## config.mk

```make
export PLATFORM = sky130hd
export DESIGN_NAME = hazard_stall_ctrl_flat
export DESIGN_NICKNAME = d
export VERILOG_FILES = /design/src/rtl/mips_pkg.sv /design/src/rtl/hazard_stall_ctrl_if.sv /design/src/rtl/md_busy_timer.sv /design/src/rtl/hazard_stall_ctrl.sv /design/src/flat_wrapper.sv
export SDC_FILE = /design/constraint.sdc
export NUM_CORES = 1
export LEC_CHECK = 0
export BUFFER_PORTS_ARGS = -buffer_cell sky130_fd_sc_hd__buf_2
export CAP_MARGIN = 40
export CORE_MARGIN = 2
export CORE_UTILIZATION = 43
export DETAILED_ROUTE_END_ITERATION = 10
export PLACE_DENSITY = 0.84
export SLEW_MARGIN = 20
export SYNTH_ARGS = -nofsm -noshare
export SYNTH_HDL_FRONTEND = slang
export SYNTH_SLANG_ARGS = --single-unit
```

## constraint.sdc

```tcl
create_clock -name clk -period 3.36 [get_ports clk]
set_clock_uncertainty 0.05 [all_clocks]
set_input_delay 0.504 -clock clk [delete_from_list [all_inputs] [get_ports clk]]
set_output_delay 0.504 -clock clk [all_outputs]
set_load 0.1 [all_outputs]
```

## src/rtl/mips_pkg.sv

```systemverilog
// Opcode/funct constants and instruction-class decode helpers shared by the
// hazard controller and the forwarding unit.
package mips_pkg;

    localparam logic [5:0] OP_RTYPE = 6'h00;
    localparam logic [5:0] OP_J     = 6'h02;
    localparam logic [5:0] OP_JAL   = 6'h03;
    localparam logic [5:0] OP_BEQ   = 6'h04;
    localparam logic [5:0] OP_BNE   = 6'h05;
    localparam logic [5:0] OP_ADDI  = 6'h08;
    localparam logic [5:0] OP_ADDIU = 6'h09;
    localparam logic [5:0] OP_SLTI  = 6'h0a;
    localparam logic [5:0] OP_SLTIU = 6'h0b;
    localparam logic [5:0] OP_ANDI  = 6'h0c;
    localparam logic [5:0] OP_ORI   = 6'h0d;
    localparam logic [5:0] OP_XORI  = 6'h0e;
    localparam logic [5:0] OP_LUI   = 6'h0f;
    localparam logic [5:0] OP_LB    = 6'h20;
    localparam logic [5:0] OP_LH    = 6'h21;
    localparam logic [5:0] OP_LW    = 6'h23;
    localparam logic [5:0] OP_LBU   = 6'h24;
    localparam logic [5:0] OP_LHU   = 6'h25;
    localparam logic [5:0] OP_SB    = 6'h28;
    localparam logic [5:0] OP_SH    = 6'h29;
    localparam logic [5:0] OP_SW    = 6'h2b;

    localparam logic [5:0] FN_SLL   = 6'h00;
    localparam logic [5:0] FN_SRL   = 6'h02;
    localparam logic [5:0] FN_SRA   = 6'h03;
    localparam logic [5:0] FN_SLLV  = 6'h04;
    localparam logic [5:0] FN_SRLV  = 6'h06;
    localparam logic [5:0] FN_SRAV  = 6'h07;
    localparam logic [5:0] FN_JR    = 6'h08;
    localparam logic [5:0] FN_JALR  = 6'h09;
    localparam logic [5:0] FN_MFHI  = 6'h10;
    localparam logic [5:0] FN_MTHI  = 6'h11;
    localparam logic [5:0] FN_MFLO  = 6'h12;
    localparam logic [5:0] FN_MTLO  = 6'h13;
    localparam logic [5:0] FN_MULT  = 6'h18;
    localparam logic [5:0] FN_MULTU = 6'h19;
    localparam logic [5:0] FN_DIV   = 6'h1a;
    localparam logic [5:0] FN_DIVU  = 6'h1b;
    localparam logic [5:0] FN_ADD   = 6'h20;
    localparam logic [5:0] FN_ADDU  = 6'h21;
    localparam logic [5:0] FN_SUB   = 6'h22;
    localparam logic [5:0] FN_SUBU  = 6'h23;
    localparam logic [5:0] FN_AND   = 6'h24;
    localparam logic [5:0] FN_OR    = 6'h25;
    localparam logic [5:0] FN_XOR   = 6'h26;
    localparam logic [5:0] FN_NOR   = 6'h27;
    localparam logic [5:0] FN_SLT   = 6'h2a;
    localparam logic [5:0] FN_SLTU  = 6'h2b;

    function automatic logic [5:0] op_of(input logic [31:0] ir);
        return ir[31:26];
    endfunction

    function automatic logic [5:0] fn_of(input logic [31:0] ir);
        return ir[5:0];
    endfunction

    function automatic logic [4:0] rs_of(input logic [31:0] ir);
        return ir[25:21];
    endfunction

    function automatic logic [4:0] rt_of(input logic [31:0] ir);
        return ir[20:16];
    endfunction

    function automatic logic [4:0] rd_of(input logic [31:0] ir);
        return ir[15:11];
    endfunction

    function automatic logic is_rtype(input logic [31:0] ir);
        return op_of(ir) == OP_RTYPE;
    endfunction

    function automatic logic is_load(input logic [31:0] ir);
        logic [5:0] op;
        op = op_of(ir);
        return op == OP_LW || op == OP_LH || op == OP_LHU ||
               op == OP_LB || op == OP_LBU;
    endfunction

    function automatic logic is_store(input logic [31:0] ir);
        logic [5:0] op;
        op = op_of(ir);
        return op == OP_SW || op == OP_SH || op == OP_SB;
    endfunction

    function automatic logic is_branch_d(input logic [31:0] ir);
        logic [5:0] op;
        logic [5:0] fn;
        op = op_of(ir);
        fn = fn_of(ir);
        return op == OP_BEQ || op == OP_BNE ||
               (op == OP_RTYPE && (fn == FN_JR || fn == FN_JALR));
    endfunction

    function automatic logic is_mult_start(input logic [31:0] ir);
        return is_rtype(ir) &&
               (fn_of(ir) == FN_MULT || fn_of(ir) == FN_MULTU);
    endfunction

    function automatic logic is_div_start(input logic [31:0] ir);
        return is_rtype(ir) &&
               (fn_of(ir) == FN_DIV || fn_of(ir) == FN_DIVU);
    endfunction

    function automatic logic is_md_start(input logic [31:0] ir);
        return is_mult_start(ir) || is_div_start(ir);
    endfunction

    function automatic logic is_md(input logic [31:0] ir);
        logic [5:0] fn;
        fn = fn_of(ir);
        return is_md_start(ir) ||
               (is_rtype(ir) && (fn == FN_MFHI || fn == FN_MFLO ||
                                 fn == FN_MTHI || fn == FN_MTLO));
    endfunction

    function automatic logic is_r_alu(input logic [31:0] ir);
        logic [5:0] fn;
        fn = fn_of(ir);
        return is_rtype(ir) &&
               (fn == FN_SLL  || fn == FN_SRL  || fn == FN_SRA  ||
                fn == FN_SLLV || fn == FN_SRLV || fn == FN_SRAV ||
                fn == FN_ADD  || fn == FN_ADDU || fn == FN_SUB  ||
                fn == FN_SUBU || fn == FN_AND  || fn == FN_OR   ||
                fn == FN_XOR  || fn == FN_NOR  || fn == FN_SLT  ||
                fn == FN_SLTU || fn == FN_MFHI || fn == FN_MFLO);
    endfunction

    function automatic logic is_i_alu(input logic [31:0] ir);
        logic [5:0] op;
        op = op_of(ir);
        return op == OP_ADDI || op == OP_ADDIU || op == OP_SLTI ||
               op == OP_SLTIU || op == OP_ANDI || op == OP_ORI ||
               op == OP_XORI || op == OP_LUI;
    endfunction

    // Returns 0 when the instruction writes no register ($0 is never a dest).
    function automatic logic [4:0] dest_reg(input logic [31:0] ir);
        logic [4:0] d;
        d = 5'd0;
        if (is_r_alu(ir) ||
            (is_rtype(ir) && fn_of(ir) == FN_JALR))
            d = rd_of(ir);
        else if (is_i_alu(ir) || is_load(ir))
            d = rt_of(ir);
        else if (op_of(ir) == OP_JAL)
            d = 5'd31;
        return d;
    endfunction

    function automatic logic reads_rs(input logic [31:0] ir);
        logic [5:0] op;
        logic [5:0] fn;
        op = op_of(ir);
        fn = fn_of(ir);
        if (op == OP_J || op == OP_JAL || op == OP_LUI)
            return 1'b0;
        if (op == OP_RTYPE &&
            (fn == FN_MFHI || fn == FN_MFLO || fn == FN_SLL ||
             fn == FN_SRL  || fn == FN_SRA))
            return 1'b0;
        return 1'b1;
    endfunction

    function automatic logic reads_rt(input logic [31:0] ir);
        return is_rtype(ir) || is_store(ir) ||
               op_of(ir) == OP_BEQ || op_of(ir) == OP_BNE;
    endfunction

    function automatic logic src_hit(input logic [31:0] ir_d,
                                     input logic [4:0]  dst);
        return dst != 5'd0 &&
               ((reads_rs(ir_d) && rs_of(ir_d) == dst) ||
                (reads_rt(ir_d) && rt_of(ir_d) == dst));
    endfunction

endpackage

```

## src/rtl/hazard_stall_ctrl_if.sv

```systemverilog
// Pipeline-to-hazard-controller bundle: stage instructions in, hold/flush
// controls and status out.
interface hazard_stall_ctrl_if #(
    parameter int WIDTH = 32
);
    logic [WIDTH-1:0] IR_D;
    logic [WIDTH-1:0] IR_E;
    logic [WIDTH-1:0] IR_M;
    logic             PC_en;
    logic             IF_ID_en;
    logic             IR_E_clr;
    logic             md_busy;
    logic [WIDTH-1:0] stall_cnt;

    modport master (
        output IR_D, IR_E, IR_M,
        input  PC_en, IF_ID_en, IR_E_clr, md_busy, stall_cnt
    );

    modport slave (
        input  IR_D, IR_E, IR_M,
        output PC_en, IF_ID_en, IR_E_clr, md_busy, stall_cnt
    );
endinterface

```

## src/rtl/md_busy_timer.sv

```systemverilog
// HI/LO busy timer: loaded when a mult/div leaves E, counts down to idle.
module md_busy_timer #(
    parameter int MULT_CYCLES = 5,
    parameter int DIV_CYCLES  = 10
) (
    input  logic clk,
    input  logic reset,
    input  logic start_mult,
    input  logic start_div,
    output logic busy
);
    localparam int MAXC = (DIV_CYCLES > MULT_CYCLES) ?
                          DIV_CYCLES : MULT_CYCLES;
    localparam int CW = $clog2(MAXC + 1);

    logic [CW-1:0] md_cnt;

    // A new start reloads even while busy; reset beats any load.
    always_ff @(posedge clk) begin
        if (reset)
            md_cnt <= '0;
        else if (start_mult)
            md_cnt <= CW'(MULT_CYCLES);
        else if (start_div)
            md_cnt <= CW'(DIV_CYCLES);
        else if (md_cnt != '0)
            md_cnt <= md_cnt - 1'b1;
    end

    assign busy = (md_cnt != '0);
endmodule

```

## src/rtl/hazard_stall_ctrl.sv

```systemverilog
// Hazard controller: detects non-forwardable hazards, freezes PC and IF/ID,
// injects an ID/EX bubble, and counts stalled cycles.
module hazard_stall_ctrl
    import mips_pkg::*;
#(
    parameter int MULT_CYCLES = 5,
    parameter int DIV_CYCLES  = 10,
    parameter int WIDTH       = 32
) (
    input logic                clk,
    input logic                reset,
    hazard_stall_ctrl_if.slave bus
);
    logic [31:0] ir_d;
    logic [31:0] ir_e;
    logic [31:0] ir_m;
    logic [4:0]  dst_e;
    logic [4:0]  dst_m;
    logic        lu;
    logic        br;
    logic        md;
    logic        stall;
    logic        busy;
    logic [WIDTH-1:0] cnt;

    assign ir_d = bus.IR_D[31:0];
    assign ir_e = bus.IR_E[31:0];
    assign ir_m = bus.IR_M[31:0];

    assign dst_e = dest_reg(ir_e);
    assign dst_m = dest_reg(ir_m);

    md_busy_timer #(
        .MULT_CYCLES (MULT_CYCLES),
        .DIV_CYCLES  (DIV_CYCLES)
    ) u_timer (
        .clk        (clk),
        .reset      (reset),
        .start_mult (is_mult_start(ir_e)),
        .start_div  (is_div_start(ir_e)),
        .busy       (busy)
    );

    always_comb begin
        lu = is_load(ir_e) && src_hit(ir_d, dst_e);
        // Branch operands are compared in D, so even ALU results in E
        // and load data still in M are too late to forward.
        br = is_branch_d(ir_d) &&
             (src_hit(ir_d, dst_e) ||
              (is_load(ir_m) && src_hit(ir_d, dst_m)));
        md = is_md(ir_d) && (busy || is_md_start(ir_e));
        stall = lu | br | md;
    end

    always_ff @(posedge clk) begin
        if (reset)
            cnt <= '0;
        else if (stall && cnt != '1)
            cnt <= cnt + 1'b1;
    end

    assign bus.PC_en     = ~stall;
    assign bus.IF_ID_en  = ~stall;
    assign bus.IR_E_clr  = stall;
    assign bus.md_busy   = busy;
    assign bus.stall_cnt = cnt;
endmodule

```

## src/flat_wrapper.sv

```systemverilog
// flat-port wrapper written by rule: the top's interface ports become plain ports
module hazard_stall_ctrl_flat import mips_pkg::*;
#(
    parameter int MULT_CYCLES = 5,
    parameter int DIV_CYCLES  = 10,
    parameter int WIDTH       = 32
)
  (clk, reset, bus_IR_D, bus_IR_E, bus_IR_M, bus_PC_en, bus_IF_ID_en, bus_IR_E_clr, bus_md_busy, bus_stall_cnt);
  hazard_stall_ctrl_if #(.WIDTH(WIDTH)) bus_i ();
  input logic clk;
  input logic reset;
  input wire logic [$bits(bus_i.IR_D)-1:0] bus_IR_D;
  input wire logic [$bits(bus_i.IR_E)-1:0] bus_IR_E;
  input wire logic [$bits(bus_i.IR_M)-1:0] bus_IR_M;
  output wire logic [$bits(bus_i.PC_en)-1:0] bus_PC_en;
  output wire logic [$bits(bus_i.IF_ID_en)-1:0] bus_IF_ID_en;
  output wire logic [$bits(bus_i.IR_E_clr)-1:0] bus_IR_E_clr;
  output wire logic [$bits(bus_i.md_busy)-1:0] bus_md_busy;
  output wire logic [$bits(bus_i.stall_cnt)-1:0] bus_stall_cnt;
  assign bus_i.IR_D = bus_IR_D;
  assign bus_i.IR_E = bus_IR_E;
  assign bus_i.IR_M = bus_IR_M;
  assign bus_PC_en = bus_i.PC_en;
  assign bus_IF_ID_en = bus_i.IF_ID_en;
  assign bus_IR_E_clr = bus_i.IR_E_clr;
  assign bus_md_busy = bus_i.md_busy;
  assign bus_stall_cnt = bus_i.stall_cnt;
  hazard_stall_ctrl #(.MULT_CYCLES(MULT_CYCLES), .DIV_CYCLES(DIV_CYCLES), .WIDTH(WIDTH)) u_core (.clk(clk), .reset(reset), .bus(bus_i));
endmodule
```

==> out/metrics.csv, run 1 <==
metric;value;unit
worst min path class;flip-flop to flip-flop;
Initial Utilization;43.96;%
Tot Pwr;0.001163;W
diodes inserted;0;
DR iter-0 viols;164;
leak pwr;1.756;nW
commonest non-fill, non-tap cell in the layout;buf_2;
final setup vio count;3;
Most common cell on crit path;buf_12;
final hold vios;0;
CTS Buf Count;5;
EDFF count, synth;0;
initial antenna violation count;0;
vias in the first global route;3053;
DR pass1 iterations;5;
core area;0.006756;mm2
Sw Ratio;33.96;%
cell-by-cell trace of the critical path;buf_6, or4_4, nor3_4, nand2_1, o221ai_2, xor2_1, nor4_1, a221oi_2, a21boi_4, buf_12, inv_4, buf_12;
Area contributors post-synth;dfxtp_1, mux2_1, nor2_1, a21oi_1, nor2b_1;
share of layout cells above drive strength 1;33.40;%
Mapped Cells;381;
CP delay by family, top;simple AND/OR/NAND/NOR gates;
Pins Over Slew Limit;0;
commonest non-fill, non-tap cells in the layout;buf_2, nor2_1, buf_4;
final net count;602;
total of max-cap violations;0;
worst hold slack;0.4311;ns
Comb pwr share;33.0;%
worst path buffer plus inverter count;4;
clock power share;27.6;%
Arr. time, crit path;2.83;ns
post-synth top area share;24.26;%
Sink Count;36;
CP required;2.81;ns
Post-synth ARST share;0;%
Routed Antenna Nets;0;
Crit. End Element;primary output;
Mapped Nets;481;
fmax;295.7;MHz
Clk pin slew, worst setup/hold paths;0.07;ns
All-Layer GR Usage;21.10;%
Worst Setup Slack, final;-0.02191;ns
first-pass GRT wire length;13210;um
Max Root-Sink Buffers;2;
Pint;0.0007679;W
worst reg2reg path depth;10;
Area growth, synth to finish;33.32;%
total negative slack;-0.03161;ns
RSZ-0062 raised after global routing;true;
CTS tree;yes;
post-synthesis cell area;0.002970;mm2
CP max FO;7;
run status;finished, violations left;
HPWL after DPL;6171;um
failing checks;setup timing;
CTS Hold Bufs;0;
Reg2Reg Setup Slack;0.24;ns
WL per Instance;13.92;um
worst-margin pin slew;0.5426;ns
Worst-Skew Late Latency;0.29;ns
Mean Syn Cell Area;7.796;um2
yosys warns;0;
gpl congestion;0.9913;
sequential share of power;39.4;%
pwr dens;293.6;mW/mm2
Via density;5.914;
H-Tree Depth;2;
width of the die;87.12;um
largest net degree at the start of global routing;52;
Peak supply drop;0.1337;mV
Synth Flop Type;dfxtp_1;
vias after detailed routing;3448;
slowest cell delay on critical path;0.54;ns
worst r2r src;u_core.bus.stall_cnt[12]$_SDFFE_PP0P_;
worst-path cell with the longest stage delay;or4_4;
I/O Pins;134;
min cycle time layout;3.382;ns
Seq cells post-synth;36;
GRT overflow;0;
# DRC;0;
Root Driver;clkbuf_8;
Seq/Total Area, Yosys;24.26;%
fin crit share;100.7;%
r2r endpoint;u_core.bus.stall_cnt[14]$_SDFFE_PP0P_;
post-synth cell types;66;
Die Ht;87.12;um
PortBufs;103;
Worst setup SP type;input port;
final WL;8113;um
die area;0.007589;mm2
leading area contributor after synthesis;dfxtp_1;
FP Rows;30;
P_sw;0.0003949;W
HP Start;u_core.bus.stall_cnt[16]$_SDFFE_PP0P_;
Hold Path Sink;u_core.bus.stall_cnt[16]$_SDFFE_PP0P_;
critical path class;input port to primary output;
WHS Path Cells;2;
max_slew headroom;63.74;%
[synthesized netlist by cell type, types with 7 or more instances]
cell,instances
inv_1,21
o21ai_1,7
or4_1,9
nor2_1,34
nor2b_1,18
dfxtp_1,36
nor3_1,12
o31ai_1,12
mux2_1,15
and3_1,13
nor4_1,7
nand2_1,23
nand3_1,13
clkbuf_1,12
a21oi_1,24
xnor2_1,10
[layer usage]
metal | up-vias | share of wire, % | GRT usage (%) | wire length, um
li1 | 1673 | - | - | -
met5 | - | 0 | 0 | 0
met4 | 0 | 2.1 | 8.951 | 170
met1 | 1590 | 41 | 25.50 | 3291
met2 | 168 | 49 | 37.13 | 4013
met3 | 17 | 7.9 | 3.033 | 637
[sequential cells by signal (all words and copies together), names as in the netlist]
name / cells
u_core.bus.stall_cnt: 32
u_core.u_timer.md_cnt: 4
[how the worst max path moves through the flow]
stage,slack [ns],from,end,depth (start not counted)
after floorplan,-0.03,bus_IR_M[29],bus_PC_en,11
after global placement,-0.14,bus_IR_M[29],bus_IR_E_clr,12
after detailed placement,-0.19,bus_IR_M[29],u_core.bus.stall_cnt[2]$_SDFFE_PP0P_,13
after CTS,-0.12,bus_IR_M[29],bus_IR_E_clr,12
after global routing,-0.18,bus_IR_M[29],bus_IR_E_clr,12
final,-0.02,bus_IR_M[29],bus_IR_E_clr,12
[through the flow]
step	cell area, um2	cells	utilization (%)	setup slack (ns)
after floorplan	3018	381	-	-0.02998
after global placement	3767	569	55.76	-0.1377
after detailed placement	3767	569	55.76	-0.1922
after CTS	3926	582	58.11	-0.1201
after global routing	3960	583	58.61	-0.1830
final	3960	583	58.61	-0.02191
[timing repair]
action	4_1_cts	5_1_grt
gates resized for setup	1	3
gates cloned	1	0
pin swaps	4	3
buffers inserted	4	0
setup endpoints to repair	3	25
[power by group through the flow]
stage | Combinational [W] | Clock (W) | Sequential, W
3_3_place_gp | 0.000365 | 0 | 0.000466
5_1_grt | 0.000420 | 0.000344 | 0.000460
2_1_floorplan | 0.000251 | 0 | 0.000464
6_report | 0.000384 | 0.000321 | 0.000458
3_5_place_dp | 0.000375 | 0 | 0.000468
4_1_cts | 0.000380 | 0.000329 | 0.000458
[tightest hold or removal path: stages (launching register included)]
cell	delay, ns
dfxtp_2	0.33
o41ai_1	0.06
a21oi_1	0.05
[cell families (layout without fill, tap and decap cells)]
group	after synthesis	after routing	share of synthesized area [%]
xor gates and xnor gates	15	15	4.423
buffers and inverters	44	166	6.403
DFF	36	36	24.26
adders and majority gates	2	2	0.8423
AOI/OAI and AO/OA	97	97	24.43
and+or+nand+nor	171	171	33.57
muxes	16	16	6.066
[final cells by class]
type                    count  area, um2
fillers                   576       2796
multi-input cells         301       2079
repair buffers            135      869.6
flip-flops and latches     36      732.0
well taps                  80      100.1
clock buffers               8      90.09
inverters                  23      88.84
(Power assumes the default switching activity.)
==> run 2: changes to the inputs <==
--- a/config.mk
+++ b/config.mk
@@ -11,7 +11,8 @@
 export CORE_UTILIZATION = 43
 export DETAILED_ROUTE_END_ITERATION = 10
 export PLACE_DENSITY = 0.84
-export SLEW_MARGIN = 20
+export SETUP_SLACK_MARGIN = 0.1
+export SLEW_MARGIN = 0
 export SYNTH_ARGS = -nofsm -noshare
 export SYNTH_HDL_FRONTEND = slang
 export SYNTH_SLANG_ARGS = --single-unit
==> out/metrics.csv, run 2 (synthesized netlist as in run 1, its figures left out) <==
metric;value;unit;change
final setup vio count;1;;-2
GRT overflow;0;;unchanged
Clk pin slew, worst setup/hold paths;0.07;ns;about the same
commonest non-fill, non-tap cell in the layout;buf_2;;
worst min path class;flip-flop to flip-flop;;
worst-margin pin slew;0.8819;ns;+0.3393 ns
first-pass GRT wire length;14240;um;+7.8%
Worst-Skew Late Latency;0.30;ns;about the same
fin cells;581;;-0.34%
Die Ht;87.12;um;unchanged
initial antenna violation count;0;;unchanged
PortBufs;103;;unchanged
worst r2r src;u_core.bus.stall_cnt[13]$_SDFFE_PP0P_;;
Via density;5.952;;+0.64%
fin crit share;100.1;%;-0.58 points
Routed Antenna Nets;0;;unchanged
width of the die;87.12;um;unchanged
DR pass1 iterations;5;;unchanged
Root Driver;clkbuf_8;;
commonest non-fill, non-tap cells in the layout;buf_2, nor2_1, buf_4, dfxtp_1;;
dpl ws;-0.1505;ns;+0.04161 ns
WL per Instance;15.35;um;+10%
I/O Pins;134;;unchanged
Worst Setup Slack, final;-0.002363;ns;+0.01955 ns
Initial Utilization;43.96;%;unchanged
share of layout cells above drive strength 1;36.33;%;+2.9 points
CTS Buf Count;5;;unchanged
Crit. End Element;primary output;;
CP max FO;6;;-1
WHS Path Cells;2;;unchanged
die area;0.007589;mm2;unchanged
Area growth, synth to finish;37.15;%;
max_slew headroom;41.20;%;-23 points
Arr. time, crit path;2.81;ns;-0.02 ns
# DRC;0;;unchanged
failing checks;setup timing;;
Hold Path Sink;u_core.bus.stall_cnt[16]$_SDFFE_PP0P_;;
pwr dens;301.3;mW/mm2;+2.6%
largest net degree at the start of global routing;52;;unchanged
run status;finished, violations left;;
vias after detailed routing;3458;;+0.29%
gpl congestion;0.9748;;-1.7%
total negative slack;-0.002363;ns;+0.02925 ns
leak pwr;1.787;nW;+1.8%
Fillers;565;;-1.9%
Max Root-Sink Buffers;2;;unchanged
min cycle time layout;3.362;ns;-0.01955 ns
CP required;2.81;ns;about the same
Largest register FFs;32;;unchanged
CTS tree;yes;;
vias in the first global route;3272;;+7.2%
r2r endpoint;u_core.bus.stall_cnt[26]$_SDFFE_PP0P_;;
worst reg2reg path depth;10;;unchanged
final hold vios;0;;unchanged
Peak supply drop;0.4523;mV;+240%
critical path class;input port to primary output;;
RSZ-0062 raised after global routing;true;;
HPWL after DPL;6489;um;+5.1%
H-Tree Depth;2;;unchanged
Reg2Reg Setup Slack;0.22;ns;-0.02 ns
fmax;297.4;MHz;+0.58%
final net count;600;;-0.33%
final WL;8918;um;+9.9%
DR iter-0 viols;194;;+18%
FP Rows;30;;unchanged
Cell Count Post-Placement;567;;-0.35%
core area;0.006756;mm2;unchanged
Pins Over Slew Limit;0;;unchanged
Worst setup SP type;input port;;
HP Start;u_core.bus.stall_cnt[16]$_SDFFE_PP0P_;;
total of max-cap violations;0;;unchanged
diodes inserted;0;;unchanged
All-Layer GR Usage;22.98;%;+1.9 points
Sink Count;36;;unchanged
run 2: routing by layer:
metal / global-route usage, % / vias up / share of wire (%)
li1: - / 1666 / -
met1: 26.49 / 1600 / 41
met2: 42.26 / 171 / 51
met3: 3.602 / 21 / 7.0
met4: 8.811 / 0 / 1.8
met5: 0 / - / 0
run 2: worst max path at each step:
stage,startpoint,end
final,bus_IR_M[29],bus_IR_E_clr
after detailed placement,bus_IR_E[31],u_core.bus.stall_cnt[14]$_SDFFE_PP0P_
after CTS,bus_IR_M[29],bus_IR_E_clr
after global placement,bus_IR_M[29],bus_IR_E_clr
after global routing,bus_IR_M[29],bus_IR_E_clr
after floorplan,bus_IR_M[29],bus_PC_en
run 2: power by group:
group          total (W)  leakage, nW  internal, W  switching [W]
Combinational   0.000382         1.44     0.000152       0.000229
Sequential      0.000457        0.296     0.000443      0.0000137
Clock           0.000388       0.0541     0.000220       0.000169
Total            0.00123         1.79     0.000815       0.000412
run 2: timing repair:
action | 4_1_cts | 5_1_grt
endpoints found under the setup margin | 3 | 35
endpoints found under the hold margin | 0 | 0
setup buffers | 4 | 0
gates resized for setup | 12 | 11
hold buffers | 0 | 0
gates cloned | 2 | 0
pin swaps | 17 | 0
run 2: area by class of cell:
type	count	area, um2	share of cell area (%)
inverter	23	88.84	2.181
clock buffer	5	68.82	1.689
timing repair buffer	133	858.3	21.07
sequential	36	733.2	18.00
tap	80	100.1	2.457
multi-input combinational	301	2182	53.56
clock inverter	3	42.54	1.044
run 2: critical path: stages:
cell and delay, ns:
buf_6 0.09, or4_4 0.54, nor3_4 0.21, nand2_1 0.11, o221ai_2 0.21, xor2_1 0.18, nor3_1 0.07, a221oi_1 0.28
a21boi_4 0.26, buf_12 0.15, inv_4 0.04, buf_12 0.15
run 2: per-stage QoR:
step	cell area, um2	total power (W)	util, %	hold slack (ns)
finish	4074	0.001227	60.30	0.4415
global route	4074	0.001286	60.30	0.4464
CTS	4019	0.001227	59.48	0.4397
detailed placement	3741	0.0008405	55.37	0.4260
global placement	3741	0.0008282	55.37	0.4113
floorplan	3019	0.0007157	-	0.4406
==> run 3: changes to the inputs <==
--- a/config.mk
+++ b/config.mk
@@ -8,9 +8,9 @@
 export BUFFER_PORTS_ARGS = -buffer_cell sky130_fd_sc_hd__buf_2
 export CAP_MARGIN = 40
 export CORE_MARGIN = 2
-export CORE_UTILIZATION = 43
+export CORE_UTILIZATION = 50
 export DETAILED_ROUTE_END_ITERATION = 10
-export PLACE_DENSITY = 0.84
+export PLACE_DENSITY = 0.91
 export SETUP_SLACK_MARGIN = 0.1
 export SLEW_MARGIN = 0
 export SYNTH_ARGS = -nofsm -noshare
==> constraint.sdc (replaced) <==
create_clock -name clk -period 4.4 [get_ports clk]
set_clock_uncertainty 0.05 [all_clocks]
set_input_delay 0.66 -clock clk [delete_from_list [all_inputs] [get_ports clk]]
set_output_delay 0.66 -clock clk [all_outputs]
set_load 0.1 [all_outputs]
==> out/metrics.csv, run 3 (synthesized netlist as in run 1, its figures left out) <==
metric;value;unit;change
I/O Pins;134;;unchanged
HPWL after DPL;6387;um;-1.6%
cell-by-cell trace of the critical path;buf_2, or4_4, nor3_4, nand2_1, o221ai_1, xor2_1, nor3_1, a221oi_1, a21boi_4, inv_2, buf_2;;
critical path class;input port to primary output;;
core area;0.005816;mm2;-14%
dpl ws;0.3510;ns;+0.5016 ns
final setup vio count;0;;-1
H-Tree Depth;2;;unchanged
Most common cell on crit path;buf_2;;
fin crit share;92.70;%;
run status;finished clean;;
# Post-CTS Setup Buffers;0;;-4
vias in the first global route;3137;;-4.1%
worst-path cell with the longest stage delay;or4_4;;
commonest non-fill, non-tap cell in the layout;buf_2;;
Worst Setup Slack, final;0.3211;ns;+0.3234 ns
DR pass1 iterations;5;;unchanged
CTS Buf Count;5;;unchanged
GRT overflow;0;;unchanged
CTS tree;yes;;
leak pwr;1.572;nW;-12%
# DRC;0;;unchanged
Via density;6.213;;+4.4%
largest net degree at the start of global routing;52;;unchanged
WL per Instance;14.99;um;-2.3%
Die Ht;81.08;um;-6.9%
All-Layer GR Usage;25.51;%;+2.5 points
Max Root-Sink Buffers;2;;unchanged
final WL;8231;um;-7.7%
Finished Core Util;62.24;%;+1.9 points
CP max FO;13;;+7
initial antenna violation count;0;;unchanged
worst-margin pin slew;0.8749;ns;-0.007003 ns
width of the die;81.08;um;-6.9%
Crit. End Element;primary output;;
Sink Count;36;;unchanged
Pins Over Slew Limit;0;;unchanged
Peak supply drop;0.1638;mV;-64%
first-pass GRT wire length;13540;um;-4.9%
worst min path class;flip-flop to flip-flop;;
final net count;576;;-4.0%
slowest cell delay on critical path;0.56;ns;+0.02 ns
Largest register FFs;32;;unchanged
Routed Antenna Nets;0;;unchanged
Resized Gates After CTS;0;;-12
Tot Pwr;0.0008303;W;-32%
vias after detailed routing;3411;;-1.4%
min cycle time layout;4.079;ns;
CP required;3.69;ns;+0.88 ns
FP Rows;28;;-6.7%
fmax;245.2;MHz;
Clk pin slew, worst setup/hold paths;0.06;ns;about the same
diodes inserted;0;;unchanged
Fillers;494;;-13%
share of layout cells above drive strength 1;27.22;%;-9.1 points
gpl congestion;0.9448;;-3.1%
Worst setup SP type;input port;;
DR iter-0 viols;248;;+28%
Initial Utilization;51.08;%;+7.1 points
Area growth, synth to finish;21.86;%;
commonest non-fill, non-tap cells in the layout;buf_2, dfxtp_1, nor2_1;;
die area;0.006573;mm2;-13%
Root Driver;clkbuf_8;;
final hold vios;0;;unchanged
CTS Hold Bufs;0;;unchanged
Cell Count Post-Placement;544;;-4.1%
RSZ-0062 raised after global routing;false;;
Worst-Skew Late Latency;0.28;ns;-0.02 ns
fin cells;549;;-5.5%
total negative slack;0;ns;+0.002363 ns
PortBufs;103;;unchanged
pwr dens;229.4;mW/mm2;-24%
total of max-cap violations;0;;unchanged
Arr. time, crit path;3.37;ns;+0.56 ns
max_slew headroom;41.67;%;+0.47 points
run 3: where the power goes:
group	internal (W)	total, W	switching (W)
Sequential	0.000339	0.000350	0.0000112
Clock	0.000102	0.000208	0.000106
Combinational	0.0000992	0.000272	0.000172
Total	0.000540	0.000830	0.000290
run 3: layout make-up:
| cell class | instances | area (um2) | area share [%] |
|---|---|---|---|
| multi-input cells | 301 | 2059 | 56.90 |
| flip-flops and latches | 36 | 720.7 | 19.91 |
| repair buffers | 109 | 590.6 | 16.32 |
| well taps | 75 | 93.84 | 2.592 |
| inverters | 23 | 86.33 | 2.385 |
| clock buffers | 5 | 68.82 | 1.901 |
run 3: worst paths after layout:
path              depth (start not counted)  slack, ns                             startpoint                               endpoint
setup / recovery                         11       0.32                           bus_IR_M[29]                           bus_IR_E_clr
hold / removal                            2       0.44  u_core.bus.stall_cnt[19]$_SDFFE_PP0P_  u_core.bus.stall_cnt[19]$_SDFFE_PP0P_
setup reg to reg                         10       1.04  u_core.bus.stall_cnt[12]$_SDFFE_PP0P_  u_core.bus.stall_cnt[31]$_SDFFE_PP0P_
hold reg to reg                           2       0.44  u_core.bus.stall_cnt[19]$_SDFFE_PP0P_  u_core.bus.stall_cnt[19]$_SDFFE_PP0P_
run 3: critical path, delay by kind of cell:
family                 cells  cell delay, ns
AO/OA/AOI/OAI              3            1.09
AND/OR/NAND/NOR            4            0.96
buffers and inverters      3            0.45
XOR/XNOR                   1            0.20
run 3: through the flow:
step / area, um2 / hold slack, ns
CTS: 3620 / 0.4445
detailed placement: 3551 / 0.4359
floorplan: 2970 / 0.4406
finish: 3620 / 0.4436
global route: 3620 / 0.4702
global placement: 3551 / 0.4204
run 3: metal layers:
| layer | wire length (um) | vias up | track usage (%) |
|---|---|---|---|
| li1 | - | 1621 | - |
| met1 | 3195 | 1584 | 28.72 |
| met2 | 4091 | 180 | 47.27 |
| met3 | 695 | 26 | 4.333 |
| met4 | 250 | 0 | 10.34 |
| met5 | 0 | - | 0 |
